<file path="src/rtl/multicycle_control_unit_if.sv">
// Bus between the multicycle control unit and the surrounding datapath/memory.
interface multicycle_control_unit_if #(
   parameter int OP     = 4,
   parameter int ULA_OP = 3,
   parameter int CNT_W  = 16
) ();
   logic [OP-1:0]     op;
   logic              zero;
   logic              mem_ready;
   logic              mem_req;
   logic              ir_we;
   logic              pc_we;
   logic [0:9]        signals;
   logic [ULA_OP-1:0] ula_op;
   logic [2:0]        state;
   logic [CNT_W-1:0]  instret;
   logic              illegal;

   modport master (
      input  op, zero, mem_ready,
      output mem_req, ir_we, pc_we, signals, ula_op, state, instret, illegal
   );

   modport slave (
      output op, zero, mem_ready,
      input  mem_req, ir_we, pc_we, signals, ula_op, state, instret, illegal
   );
endinterface

</file>
<file path="src/rtl/multicycle_control_unit.sv">
// Multi-cycle REDUX-V control unit: FETCH/DECODE/EXEC/MEM/WB sequencer with phase-gated controls.
// Define ILLEGAL_TRAP_EN to trap undefined opcodes into HALT instead of running them as NOPs.
module multicycle_control_unit #(
   parameter int OP     = 4,
   parameter int ULA_OP = 3,
   parameter int CNT_W  = 16
) (
   input  logic                      clk,
   input  logic                      rst,
   multicycle_control_unit_if.master bus
);
   // states: FETCH=ifetch wait | DECODE=latch op | EXEC | MEM=data wait | WB | HALT=trap
   typedef enum logic [2:0] {
      FETCH  = 3'd0,
      DECODE = 3'd1,
      EXEC   = 3'd2,
      MEM    = 3'd3,
      WB     = 3'd4,
      HALT   = 3'd5
   } state_t;

   localparam int BR = 0, J = 1, RA = 2, RE = 3, DM = 4, WE = 5, SE = 6, SP = 7, SPR = 8;

   localparam logic [3:0] OP_BRZR = 4'd0, OP_JI   = 4'd1, OP_LD  = 4'd2, OP_ST  = 4'd3;
   localparam logic [3:0] OP_ADDI = 4'd4, OP_PUSH = 4'd5, OP_POP = 4'd6, OP_NOT = 4'd8;
   localparam logic [3:0] OP_ADD  = 4'd12;

   localparam logic [0:9] HOLD_MASK = 10'b0010001110;
   localparam logic [0:9] EXEC_MASK = HOLD_MASK | 10'b1100000000;
   localparam logic [0:9] MEM_MASK  = HOLD_MASK | 10'b0000110000;
   localparam logic [0:9] WB_MASK   = HOLD_MASK | 10'b0001000000;

   state_t            state_q, state_d;
   logic [OP-1:0]     op_q, op_d;
   logic [CNT_W-1:0]  instret_q, instret_d;
   logic [3:0]        op_lo;
   logic              op_undef;
   logic [0:9]        dec;
   logic [0:9]        gate;
   logic [ULA_OP-1:0] ula_val;
   logic              ula_en;
   logic              mem_req, ir_we, pc_we;

   assign op_lo = op_q[3:0];

   if (OP > 4) begin : g_wide_op
      assign op_undef = |op_q[OP-1:4];
   end else begin : g_narrow_op
      assign op_undef = 1'b0;
   end

   always_comb begin
      dec = '0;
      if (!op_undef) begin
         case (op_lo)
            OP_BRZR: dec[BR] = 1'b1;
            OP_JI:   dec[J]  = 1'b1;
            OP_LD:   begin dec[RA] = 1'b1; dec[RE] = 1'b1; dec[DM] = 1'b1; end
            OP_ST:   dec[WE] = 1'b1;
            OP_ADDI: begin dec[RA] = 1'b1; dec[SE] = 1'b1; dec[RE] = 1'b1; end
            OP_PUSH: begin
               dec[RA] = 1'b1; dec[RE] = 1'b1; dec[WE] = 1'b1; dec[DM] = 1'b1; dec[SP] = 1'b1;
            end
            OP_POP:  begin dec[RE] = 1'b1; dec[DM] = 1'b1; dec[SP] = 1'b1; dec[SPR] = 1'b1; end
            default: dec[RE] = 1'b1;
         endcase
      end
   end

   always_comb begin
      ula_val = '0;
      if (!op_undef) begin
         if (op_lo == OP_ADDI) ula_val = OP_ADD[ULA_OP-1:0];
         else if (op_lo >= OP_NOT) ula_val = op_q[ULA_OP-1:0];
      end
   end

`ifdef ILLEGAL_TRAP_EN
   logic illegal_q, illegal_d;
`endif

   always_comb begin
      state_d   = state_q;
      op_d      = op_q;
      instret_d = instret_q;
`ifdef ILLEGAL_TRAP_EN
      illegal_d = illegal_q;
`endif
      mem_req   = 1'b0;
      ir_we     = 1'b0;
      pc_we     = 1'b0;
      gate      = '0;
      ula_en    = 1'b0;
      case (state_q)
         FETCH: begin
            mem_req = 1'b1;
            if (bus.mem_ready) begin
               ir_we   = 1'b1;
               pc_we   = 1'b1;
               state_d = DECODE;
            end
         end
         DECODE: begin
            op_d    = bus.op;
            state_d = EXEC;
         end
         EXEC: begin
            gate   = EXEC_MASK;
            ula_en = 1'b1;
            if (op_undef) begin
`ifdef ILLEGAL_TRAP_EN
               state_d   = HALT;
               illegal_d = 1'b1;
`else
               state_d = FETCH;
`endif
            end else if (dec[BR]) begin
               pc_we   = bus.zero;
               state_d = FETCH;
            end else if (dec[J]) begin
               pc_we   = 1'b1;
               state_d = FETCH;
            end else if (dec[DM] | dec[WE]) begin
               state_d = MEM;
            end else begin
               state_d = WB;
            end
         end
         MEM: begin
            mem_req = 1'b1;
            gate    = MEM_MASK;
            ula_en  = 1'b1;
            if (bus.mem_ready) state_d = dec[RE] ? WB : FETCH;
         end
         WB: begin
            gate    = WB_MASK;
            ula_en  = 1'b1;
            state_d = FETCH;
         end
         HALT:    state_d = HALT;
         default: state_d = FETCH;
      endcase
      if (state_d == FETCH && (state_q == EXEC || state_q == MEM || state_q == WB))
         instret_d = instret_q + CNT_W'(1);
   end

   always_ff @(posedge clk) begin
      if (rst) begin
         state_q   <= FETCH;
         op_q      <= '0;
         instret_q <= '0;
`ifdef ILLEGAL_TRAP_EN
         illegal_q <= 1'b0;
`endif
      end else begin
         state_q   <= state_d;
         op_q      <= op_d;
         instret_q <= instret_d;
`ifdef ILLEGAL_TRAP_EN
         illegal_q <= illegal_d;
`endif
      end
   end

   // reset blanks every output immediately, even before the first clock edge
   assign bus.mem_req = mem_req & ~rst;
   assign bus.ir_we   = ir_we & ~rst;
   assign bus.pc_we   = pc_we & ~rst;
   assign bus.signals = rst ? '0 : (dec & gate);
   assign bus.ula_op  = (rst || !ula_en) ? '0 : ula_val;
   assign bus.state   = rst ? 3'd0 : state_q;
   assign bus.instret = rst ? '0 : instret_q;
`ifdef ILLEGAL_TRAP_EN
   assign bus.illegal = illegal_q & ~rst;
`else
   assign bus.illegal = 1'b0;
`endif
endmodule

</file>
<file path="src/flat_wrapper.sv">
// flat-port wrapper written by rule: the top's interface ports become plain ports
module multicycle_control_unit_flat 
#(
   parameter int OP     = 4,
   parameter int ULA_OP = 3,
   parameter int CNT_W  = 16
)
  (clk, rst, bus_op, bus_zero, bus_mem_ready, bus_mem_req, bus_ir_we, bus_pc_we, bus_signals, bus_ula_op, bus_state, bus_instret, bus_illegal);
  multicycle_control_unit_if #(.OP(OP), .ULA_OP(ULA_OP), .CNT_W(CNT_W)) bus_i ();
  input  logic clk;
  input  logic rst;
  input wire logic [$bits(bus_i.op)-1:0] bus_op;
  input wire logic [$bits(bus_i.zero)-1:0] bus_zero;
  input wire logic [$bits(bus_i.mem_ready)-1:0] bus_mem_ready;
  output wire logic [$bits(bus_i.mem_req)-1:0] bus_mem_req;
  output wire logic [$bits(bus_i.ir_we)-1:0] bus_ir_we;
  output wire logic [$bits(bus_i.pc_we)-1:0] bus_pc_we;
  output wire logic [$bits(bus_i.signals)-1:0] bus_signals;
  output wire logic [$bits(bus_i.ula_op)-1:0] bus_ula_op;
  output wire logic [$bits(bus_i.state)-1:0] bus_state;
  output wire logic [$bits(bus_i.instret)-1:0] bus_instret;
  output wire logic [$bits(bus_i.illegal)-1:0] bus_illegal;
  assign bus_i.op = bus_op;
  assign bus_i.zero = bus_zero;
  assign bus_i.mem_ready = bus_mem_ready;
  assign bus_mem_req = bus_i.mem_req;
  assign bus_ir_we = bus_i.ir_we;
  assign bus_pc_we = bus_i.pc_we;
  assign bus_signals = bus_i.signals;
  assign bus_ula_op = bus_i.ula_op;
  assign bus_state = bus_i.state;
  assign bus_instret = bus_i.instret;
  assign bus_illegal = bus_i.illegal;
  multicycle_control_unit #(.OP(OP), .ULA_OP(ULA_OP), .CNT_W(CNT_W)) u_core (.clk(clk), .rst(rst), .bus(bus_i));
endmodule
</file>
<file path="config.mk">
export PLATFORM = sky130hd
export DESIGN_NAME = multicycle_control_unit_flat
export DESIGN_NICKNAME = d
export VERILOG_FILES = /design/src/rtl/multicycle_control_unit_if.sv /design/src/rtl/multicycle_control_unit.sv /design/src/flat_wrapper.sv
export SDC_FILE = /design/constraint.sdc
export NUM_CORES = 1
export LEC_CHECK = 0
export ABC_AREA = 1
export BUFFER_PORTS_ARGS = -buffer_cell sky130_fd_sc_hd__clkbuf_2
export CAP_MARGIN = 20
export CORE_MARGIN = 2
export CORE_UTILIZATION = 57
export CTS_CLUSTER_DIAMETER = 120
export DETAILED_ROUTE_END_ITERATION = 10
export HOLD_SLACK_MARGIN = 0.15
export PLACE_DENSITY = 0.92
export SETUP_SLACK_MARGIN = 0.02
export SYNTH_ARGS = -nofsm -noshare
export SYNTH_HDL_FRONTEND = slang
export SYNTH_SLANG_ARGS = --single-unit
</file>
<file path="constraint.sdc">
create_clock -name clk -period 2.4 [get_ports clk]
set_input_delay 0.12 -clock clk [delete_from_list [all_inputs] [get_ports clk]]
set_output_delay 0.12 -clock clk [all_outputs]
set_load 0.02 [all_outputs]
</file>
==> results.toml, run 1 <==
[status]
outcome = "complete, no violations"

[timing]
period_share_pct = 83.2
finalHoldViolCount = 0
fin_setup_tns_ns = 0
maxSlewViolCount = 0
rsz0062_at_grt = "false"
finalClockSkew_ns = 0.00732
max_freq_mhz = 501
setup_viol = 0
period_needed_ns = 2.00

[yosys]
ys_seq_area_share_pct = 27.3
ys_ff_latch = 23
ys.flop_type = "dfxtp_1"
synthTopCellsByArea = "dfxtp_1 27%, nand2_1 11%, nor2_1 9.1%, inv_1 7.6%, xor2_1 6.8%"
yosysMostFrequentCell = "nand2_1"
synthMuxAreaShare_pct = 0
yosys.area.top_type_share_pct = 27.3
synth_cells = 258
async_reset_ff_share_pct = 0
synth_area_sq_um = 1690
ys_types = 30
synth_top_family_by_area = "simple AND/OR/NAND/NOR gates"
synthAdderAreaFrac_pct = 0.742
ys_warn_count = 0
synth-compound-area-share_pct = 13.1
yosys.area.top_type = "dfxtp_1"
synth_common_cells = "49 x nand2_1, 41 x nor2_1, 34 x inv_1"
synth-edff-count = 0
synth_xor_area_share_pct = 6.75
synth-simple-area-share_pct = 38.3
avgSynthCellArea_sq_um = 6.54

[finish]
drive_gt1_share_pct = 27.7
n_fill_cell = 244
multi_input_area_sq_um = 1000
num_antenna_cells = 0
finalNonFillerCells = 331
nNetsFinal = 310
syn_to_final_growth_pct = 14.4
utilization_pct = 69.4
final-seq-area_sq_um = 460

[worst_setup_path]
rr_endpoint = "u_core.instret_q[10]$_SDFFE_PP0P_"
crit_family = "simple AND/OR/NAND/NOR gates"
start_kind = "flop"
path_common_cell = "nand2_1"
r2r_cells = 8
critPathRequiredTime_ns = 2.28
end_kind = "output pin"
r2r-start = "u_core.instret_q[0]$_SDFFE_PP0P_"
path_class = "flop to output pin"
critPathMaxStageDelay_ns = 0.36
cp_max_fo = 7
path_cells = "nor2_1, nand2_1, nand2_1, nand2_1, nor4_1, o21bai_1, clkbuf_2"
worst_path_max_delay_cell = "dfxtp_1"
r2r_slack_ns = 0.60
cp.buffers_inverters = 1
arrival_ns = 1.88

[global_routing]
grt_overflow_total = 0
grt_max_degree = 42
antenna_found_initial = 0
grt_usage_pct = 22.7
grt_pass1_wl_microns = 6050
grt_pass1_vias = 1484

[clock_network]
cts_buffers = 3
cts_sinks = 23
clock_latency_ns = 0.32
htree_levels = 1
cts-root-buf = "clkbuf_4"
path_clk_slew_ns = 0.13
cts_resized = 0
clock_path_buffers = 2
cts_tree = "built"
cts_setup_buffers = 0

[power_and_ir_drop]
powerDensity_nw_per_um2 = 389
leakage_nw = 0.861
peakVddDrop_v = 0.000398
power_uw = 751

[die]
dieArea_sq_um = 3410
initial_utilization_pct = 60.6
die_width_microns = 58.4
die_h_microns = 58.4
io_pins = 44
rows = 19
coreArea_sq_um = 2780

[place]
port_buffers = 41
dp_hpwl_microns = 2710
place.gp.congestion = 0.920
placed_cells = 323

[route]
detail_route.wl_per_cell_microns = 11.2
firstDrtPassIters = 4
postRouteAntennaNets = 0
wl_microns = 3710
via_per_inst = 5.21
detail_route.iter0.violations = 104
via_count = 1726
drc = 0

[hold_path]
hp-start = "rst"
min-delay-path-class = "input pin to flop"
hold_end = "u_core.op_lo[1]$_SDFFE_PP0P_"
worstHoldPathCells = 4

[flow_run]
cap_violations = 0
## worst max path at each step
stage	startpoint	to	cells past startpoint
after floorplan	u_core.state_q[1]$_SDFF_PP0_	bus_signals[7]	6
after global placement	u_core.op_lo[0]$_SDFFE_PP0P_	u_core.instret_q[7]$_SDFFE_PP0P_	11
after detailed placement	u_core.instret_q[0]$_SDFFE_PP0P_	u_core.instret_q[10]$_SDFFE_PP0P_	8
after CTS	u_core.state_q[1]$_SDFF_PP0_	bus_signals[7]	7
after global routing	u_core.state_q[1]$_SDFF_PP0_	bus_signals[7]	7
final	u_core.state_q[1]$_SDFF_PP0_	bus_signals[7]	7
## worst min-delay path: stages
cell and delay [ns]:
clkbuf_2 0.09, inv_1 0.13, o21ai_0 0.12, a21oi_1 0.04
## kinds of logic after synthesis
group / count (synthesis)
other: 1
AOI/OAI and AO/OA: 35
adders and majority gates: 1
and+or+nand+nor: 136
DFF: 23
xor gates and xnor gates: 13
buffers and inverters: 49
## flip-flops by register name (all words and copies together) (netlist names)
name              count
u_core.state_q        3
u_core.instret_q     16
u_core.op_lo          4
## layout by cell type, fill, tap and decap left out
master	n
dfxtp_1	23
nor2_8	1
inv_2	5
nand3_2	1
nand2_1	49
nand2_2	14
o2111ai_1	1
dlygate4sd3_1	4
nand3_4	2
nor4_1	3
nor3_1	8
nor2_2	4
clkbuf_1	1
inv_1	34
o21bai_1	1
xor2_1	13
nand3_1	10
and2_4	1
clkbuf_4	3
clkinv_1	1
nand4_1	2
conb_1	2
a21oi_2	10
o21ai_0	5
nor2_1	41
clkbuf_2	41
o211ai_1	1
ha_1	1
buf_4	1
a21oi_1	17
## metrics by stage
stage	hold WS (ns)	instance area, sq um	setup slack [ns]
2_1_floorplan	0.313	1690	0.485
3_3_place_gp	0.404	1860	0.705
3_5_place_dp	0.424	1860	0.656
4_1_cts	0.199	1930	0.429
5_1_grt	0.229	1930	0.275
6_report	0.214	1930	0.403
## per-layer routing
metal	track usage, %	up-vias	routed length [microns]
li1	-	887	-
met1	26.2	789	1660
met2	40.0	41	1820
met3	2.64	9	132
met4	13.6	0	95
met5	0	-	0
## final cells by class
type                    instances  share of cell area [%]
flip-flops and latches         23                    23.9
multi-input cells             187                    51.9
inverters                      40                    7.78
well taps                      31                    2.01
repair buffers                 46                    13.1
clock buffers                   4                    1.36
## report_power, final
group          internal, mW  switching, mW  total, mW
clock                0.0652          0.119      0.184
combinational        0.0488          0.110      0.159
sequential            0.393         0.0143      0.407
## what timing repair did
| item | 4_1_cts | 5_1_grt |
|---|---|---|
| hold buffers | 4 | 0 |
| endpoints found under the hold margin | 4 | 0 |
| endpoints found under the setup margin | 0 | 0 |
Note: power is estimated with default switching activity, not from simulation.
==> run 2: changes to the inputs <==
--- a/config.mk
+++ b/config.mk
@@ -5,15 +5,15 @@
 export SDC_FILE = /design/constraint.sdc
 export NUM_CORES = 1
 export LEC_CHECK = 0
-export ABC_AREA = 1
+export ABC_AREA = 0
 export BUFFER_PORTS_ARGS = -buffer_cell sky130_fd_sc_hd__clkbuf_2
 export CAP_MARGIN = 20
 export CORE_MARGIN = 2
-export CORE_UTILIZATION = 57
+export CORE_UTILIZATION = 52
 export CTS_CLUSTER_DIAMETER = 120
 export DETAILED_ROUTE_END_ITERATION = 10
 export HOLD_SLACK_MARGIN = 0.15
-export PLACE_DENSITY = 0.92
+export PLACE_DENSITY = 0.87
 export SETUP_SLACK_MARGIN = 0.02
 export SYNTH_ARGS = -nofsm -noshare
 export SYNTH_HDL_FRONTEND = slang
==> constraint.sdc (replaced) <==
create_clock -name clk -period 1.97 [get_ports clk]
set_input_delay 0.0985 -clock clk [delete_from_list [all_inputs] [get_ports clk]]
set_output_delay 0.0985 -clock clk [all_outputs]
set_load 0.02 [all_outputs]
==> run 2 against run 1 <==
  * The run now ends with negative setup slack left
  * Sequential cell count unchanged
  * First-iteration DRC count down 43%
  * Utilization up 7.2 points
  * Count of clock-buffer cells in the layout unchanged
  * Critical path type unchanged
  * Die area up 0.17%
  * Sequential share of layout area down 2.1 points
  * Total power up 20%
  * Combinational power up 27%
==> results.toml, run 2 <==
[status]
outcome = "complete, but fails checks"
violations = "negative setup slack"

[yosys]
ys_seq_area_share_pct = 29.9
async_reset_ff_share_pct = 0
ys_types = 47
ys.flop_type = "dfxtp_1"
yosysMostFrequentCell = "nor2_1"
avgSynthCellArea_sq_um = 7.79
yosys.area.top_type_share_pct = 29.9
synth_cells = 198
synthTopCellsByArea = "dfxtp_1 30%, mux2_2 9.5%, nor2b_1 8.5%, nor2_1 6.1%, nand2_1 3.4%"
synth_common_cells = "25 x nor2_1, 23 x dfxtp_1, 21 x nor2b_1"
ys_ff_latch = 23
ys_warn_count = 0
yosys.area.top_type = "dfxtp_1"
synth_area_sq_um = 1540
synth-edff-count = 0

[timing]
period_share_pct = 102
maxSlewViolCount = 0
holdWs_ns = 0.166
setup_viol = 1
rsz0062_at_grt = "true"
period_needed_ns = 2.00
worst_slack_ns = -0.0328
finalHoldViolCount = 0
finalClockSkew_ns = 0.00347
max_freq_mhz = 499

[clock_network]
cts_buffers = 3
clock_path_buffers = 2
cts_sinks = 23
clock_latency_ns = 0.30
cts_tree = "built"
cts-root-buf = "clkbuf_4"
htree_levels = 1
path_clk_slew_ns = 0.12

[global_routing]
grt_overflow_total = 0
grt_pass1_vias = 1472
grt_pass1_wl_microns = 6070
grt_usage_pct = 22.0
antenna_found_initial = 0
grt_max_degree = 36

[power_and_ir_drop]
leakage_nw = 0.953
power_uw = 903
p_seq_share_pct = 53.7
power.share.clock_pct = 23.8
powerDensity_nw_per_um2 = 424
p_int_uw = 650
peakVddDrop_v = 0.000393
switching_share_pct = 28.1
pwr-share-comb_pct = 22.4
p_switching_uw = 253

[route]
detail_route.iter0.violations = 59
via_per_inst = 5.54
postRouteAntennaNets = 0
detail_route.wl_per_cell_microns = 13.0
via_count = 1617
firstDrtPassIters = 4
wl_met3_microns = 177
drc = 0
wl_microns = 3800
wl_met1_microns = 1560
routed.top_layer = "met4"
met2_length_microns = 2050

[place]
dp_hpwl_microns = 2640
place.gp.congestion = 0.851
port_buffers = 41
dp_slack_ns = 0.100

[finish]
largest_reg_flops = 16
syn_to_final_growth_pct = 38.1
layout_common_cells = "36 x clkbuf_2, 25 x buf_4, 22 x nor2_1"
nNetsFinal = 271
n_fill_cell = 224
num_antenna_cells = 0
largest_register = "u_core.instret_q"
drive_gt1_share_pct = 41.0
utilization_pct = 76.5
final_common_cell = "clkbuf_2"

[hold_path]
worstHoldPathCells = 3
min-delay-path-class = "input pin to flop"

[worst_setup_path]
critPathRequiredTime_ns = 1.87
start_kind = "flop"
rr_endpoint = "u_core.instret_q[13]$_SDFFE_PP0P_"
r2r-start = "u_core.state_q[2]$_SDFF_PP0_"
crit_end = "bus_pc_we"
arrival_ns = 1.90
worstSetupStartpoint = "u_core.state_q[0]$_SDFF_PP0_"
r2r_cells = 5
path_class = "flop to output pin"
cp_max_fo = 4
end_kind = "output pin"
r2r_slack_ns = 0.08

[die]
die_h_microns = 58.4
dieArea_sq_um = 3420
initial_utilization_pct = 55.4
rows = 19
die_width_microns = 58.4
io_pins = 44
coreArea_sq_um = 2780

[flow_run]
cap_violations = 0
-- run 2: changes by cell type after synthesis, sizes merged, moves of 9 or more --
cell / previous run / this run
mux2: 0 / 13
nand3: 13 / 4
nand2: 63 / 14
a21oi: 27 / 9
xor2: 13 / 2
nor2: 46 / 25
inv: 39 / 5
nor2b: 0 / 21
-- run 2: logic make-up (layout without fill, tap and decap cells) --
kind of cell,Yosys count,in the layout,share of synthesized area [%]
buf+inv,21,83,6.41
mux,14,14,10.1
simple gates,106,106,37.3
compound gates,30,30,14.0
xor+xnor,2,2,1.14
flops,23,23,29.9
fa+ha+maj,1,1,0.812
other cells,1,2,0.243
-- run 2: cell type report --
class                      count  area [sq um]  share of cell area, %
multi-input combinational    155          1090                   51.0
clock buffer                   4          26.3                   1.23
timing repair buffer          74           494                   23.2
inverter                       5          18.8                  0.882
sequential                    23           464                   21.8
tap                           31          38.8                   1.82
-- run 2: timing repair --
action,4_1_cts,5_1_grt
setup buffers,4,1
resized for setup,17,17
hold buffers,8,0
endpoints found under the setup margin,7,22
pin swaps,3,2
endpoints found under the hold margin,4,0
-- run 2: worst max-delay path, cell delays in order (launching register included) --
cell      delay [ns]
dfxtp_2         0.36
buf_6           0.11
or3_4           0.36
or4_4           0.44
o21bai_1        0.16
buf_4           0.16
-- run 2: how the worst min path moves through the flow --
stage,from,endpoint,slack (ns)
floorplan,bus_op[0],u_core.op_lo[0]$_SDFFE_PP0P_,0.23
global placement,bus_op[3],u_core.op_lo[3]$_SDFFE_PP0P_,0.33
detailed placement,bus_op[3],u_core.op_lo[3]$_SDFFE_PP0P_,0.34
CTS,bus_mem_ready,u_core.state_q[1]$_SDFF_PP0_,0.15
global route,bus_mem_ready,u_core.state_q[1]$_SDFF_PP0_,0.18
finish,bus_mem_ready,u_core.state_q[1]$_SDFF_PP0_,0.17
-- run 2: routing by layer --
| metal | vias up | global-route usage, % |
|---|---|---|
| met5 | - | 0 |
| met4 | 0 | 4.98 |
| met3 | 2 | 3.30 |
| met2 | 43 | 41.3 |
| met1 | 760 | 26.1 |
| li1 | 812 | - |
-- run 2: power by group through the flow --
stage	logic [mW]	registers [mW]	clock network [mW]
2_1_floorplan	0.112	0.491	0
3_3_place_gp	0.158	0.494	0
3_5_place_dp	0.159	0.494	0
4_1_cts	0.189	0.485	0.221
5_1_grt	0.220	0.487	0.242
6_report	0.202	0.485	0.215
-- run 2: per-stage QoR --
step / setup TNS, ns / instance area (sq um) / cells
after floorplan: 0 / 1550 / 199
after global placement: 0 / 1870 / 275
after detailed placement: 0 / 1870 / 275
after CTS: -0.0247 / 2060 / 291
after global routing: -0.317 / 2130 / 292
final: -0.0328 / 2130 / 292
==> run 3: changes to the inputs <==
==> constraint.sdc (replaced) <==
create_clock -name clk -period 1.97 [get_ports clk]
set_input_delay 0.394 -clock clk [delete_from_list [all_inputs] [get_ports clk]]
set_output_delay 0.394 -clock clk [all_outputs]
set_load 0.02 [all_outputs]
==> run 3 against run 2 <==
  * The run still ends with negative setup slack left
  * Final area rose by 24%
  * Combinational power rose by 47%
  * Final cell count rose by 2.1%
  * Clock skew rose by 0.0027 ns
  * Total power rose by 12%
  * Count of clock-buffer cells in the layout did not move
  * Via count rose by 21%
  * Global-route usage rose by 5.7 points
  * Worst hold slack improved by 0.11 ns
  * Largest cell class unchanged
==> results.toml, run 3 (synthesized netlist as in run 2, its figures left out) <==
[timing]
finalHoldViolCount = 0
period_share_pct = 120
period_needed_ns = 2.36
maxSlewViolCount = 0
finalClockSkew_ns = 0.00615
worst_slack_ns = -0.386
holdWs_ns = 0.273
max_freq_mhz = 424
setup_viol = 30
rsz0062_at_grt = "true"
fin_setup_tns_ns = -5.11

[die]
io_pins = 44
rows = 19
die_h_microns = 58.4
initial_utilization_pct = 55.4
dieArea_sq_um = 3420
die_width_microns = 58.4
coreArea_sq_um = 2780

[finish]
finalNonFillerCells = 298
layout_common_cells = "26 x clkbuf_2, 24 x buf_4, 20 x nor2_1"
largest_reg_flops = 16
utilization_pct = 95.1
nNetsFinal = 277
drive_gt1_share_pct = 57.7
final_common_cell = "clkbuf_2"
syn_to_final_growth_pct = 71.7
num_antenna_cells = 0
largest_register = "u_core.instret_q"
n_fill_cell = 70

[status]
violations = "negative setup slack"
outcome = "complete, but fails checks"

[worst_setup_path]
start_kind = "flop"
cp_max_fo = 4
r2r_slack_ns = -0.25
critPathRequiredTime_ns = 1.58
arrival_ns = 1.96
end_kind = "output pin"
path_class = "flop to output pin"

[global_routing]
use_met3_pct = 5.05
antenna_found_initial = 0
grt_overflow_total = 0
grt_usage_pct = 27.7
gr-usage-met2_pct = 51.8
grt_pass1_vias = 1645
grtUsageMet1_pct = 27.2
grt_max_degree = 29
busiest_layer = "met2"
grt_pass1_wl_microns = 7200

[route]
drc = 0
postRouteAntennaNets = 0
wl_microns = 6860
via_count = 1949
via_per_inst = 6.54
detail_route.wl_per_cell_microns = 23.0
firstDrtPassIters = 4
detail_route.iter0.violations = 177

[clock_network]
cts_sinks = 23
path_clk_slew_ns = 0.13
clock_latency_ns = 0.33
clock_path_buffers = 2
cts-root-buf = "clkbuf_4"
cts_buffers = 3
cts_tree = "built"
htree_levels = 1
cts.hold.buffers_added = 0

[place]
dp_hpwl_microns = 2800
place.gp.congestion = 0.872
port_buffers = 41
placed_cells = 277

[power_and_ir_drop]
leakage_nw = 1.06
powerDensity_nw_per_um2 = 383
peakVddDrop_v = 0.000508

[flow_run]
cap_violations = 0

[hold_path]
min-delay-path-class = "input pin to flop"
## run 3: cell count changes in the layout (fill, tap and decap cells not counted), sizes merged
cell	previous run	this run
dlygate4sd3	8	0
clkbuf	41	32
buf	29	52
## run 3: layout make-up
class	count	area, sq um	area share (%)
clock buffers	4	26.3	0.993
inverters	5	26.3	0.993
multi-input cells	155	1380	52.1
flip-flops and latches	23	475	18.0
well taps	31	38.8	1.47
repair buffers	80	701	26.5
## run 3: routing by layer
layer | wire length (microns) | share of wire [%] | vias to the layer above
met5 | 0 | 0 | -
met4 | 482 | 7.0 | 0
met3 | 565 | 8.2 | 53
met2 | 3530 | 52 | 161
met1 | 2280 | 33 | 906
li1 | - | - | 829
## run 3: timing repair
item / CTS / global route
pin swaps: 14 / 13
endpoints found under the setup margin: 19 / 32
buffers inserted: 13 / 8
resized for setup: 63 / 85
## run 3: power by group
group          leakage, nW  switching, mW  internal, mW
clock               0.0150          0.150        0.0797
sequential           0.190         0.0129         0.473
combinational        0.855          0.163         0.134
## run 3: worst paths after layout
check / start / to / cells after the start
max: u_core.state_q[0]$_SDFF_PP0_ / bus_signals[3] / 5
min: bus_op[0] / u_core.op_lo[0]$_SDFFE_PP0P_ / 3
max reg2reg: u_core.state_q[0]$_SDFF_PP0_ / u_core.instret_q[8]$_SDFFE_PP0P_ / 8
min reg2reg: u_core.instret_q[12]$_SDFFE_PP0P_ / u_core.instret_q[12]$_SDFFE_PP0P_ / 2
## run 3: critical path, cell delays in order, from the launching register on
cell and delay [ns]:
dfxtp_4 0.38, or3b_4 0.42, a21oi_4 0.19, nor2b_4 0.20
nor4bb_2 0.25, buf_4 0.20
## run 3: per-stage QoR
stage / total power [mW] / instance area (sq um) / setup slack [ns]
floorplan: 0.607 / 1570 / -0.137
detailed placement: 0.664 / 1900 / -0.0803
global route: 1.04 / 2650 / -0.442
CTS: 0.923 / 2280 / -0.328
finish: 1.01 / 2650 / -0.386
global placement: 0.660 / 1900 / -0.0360
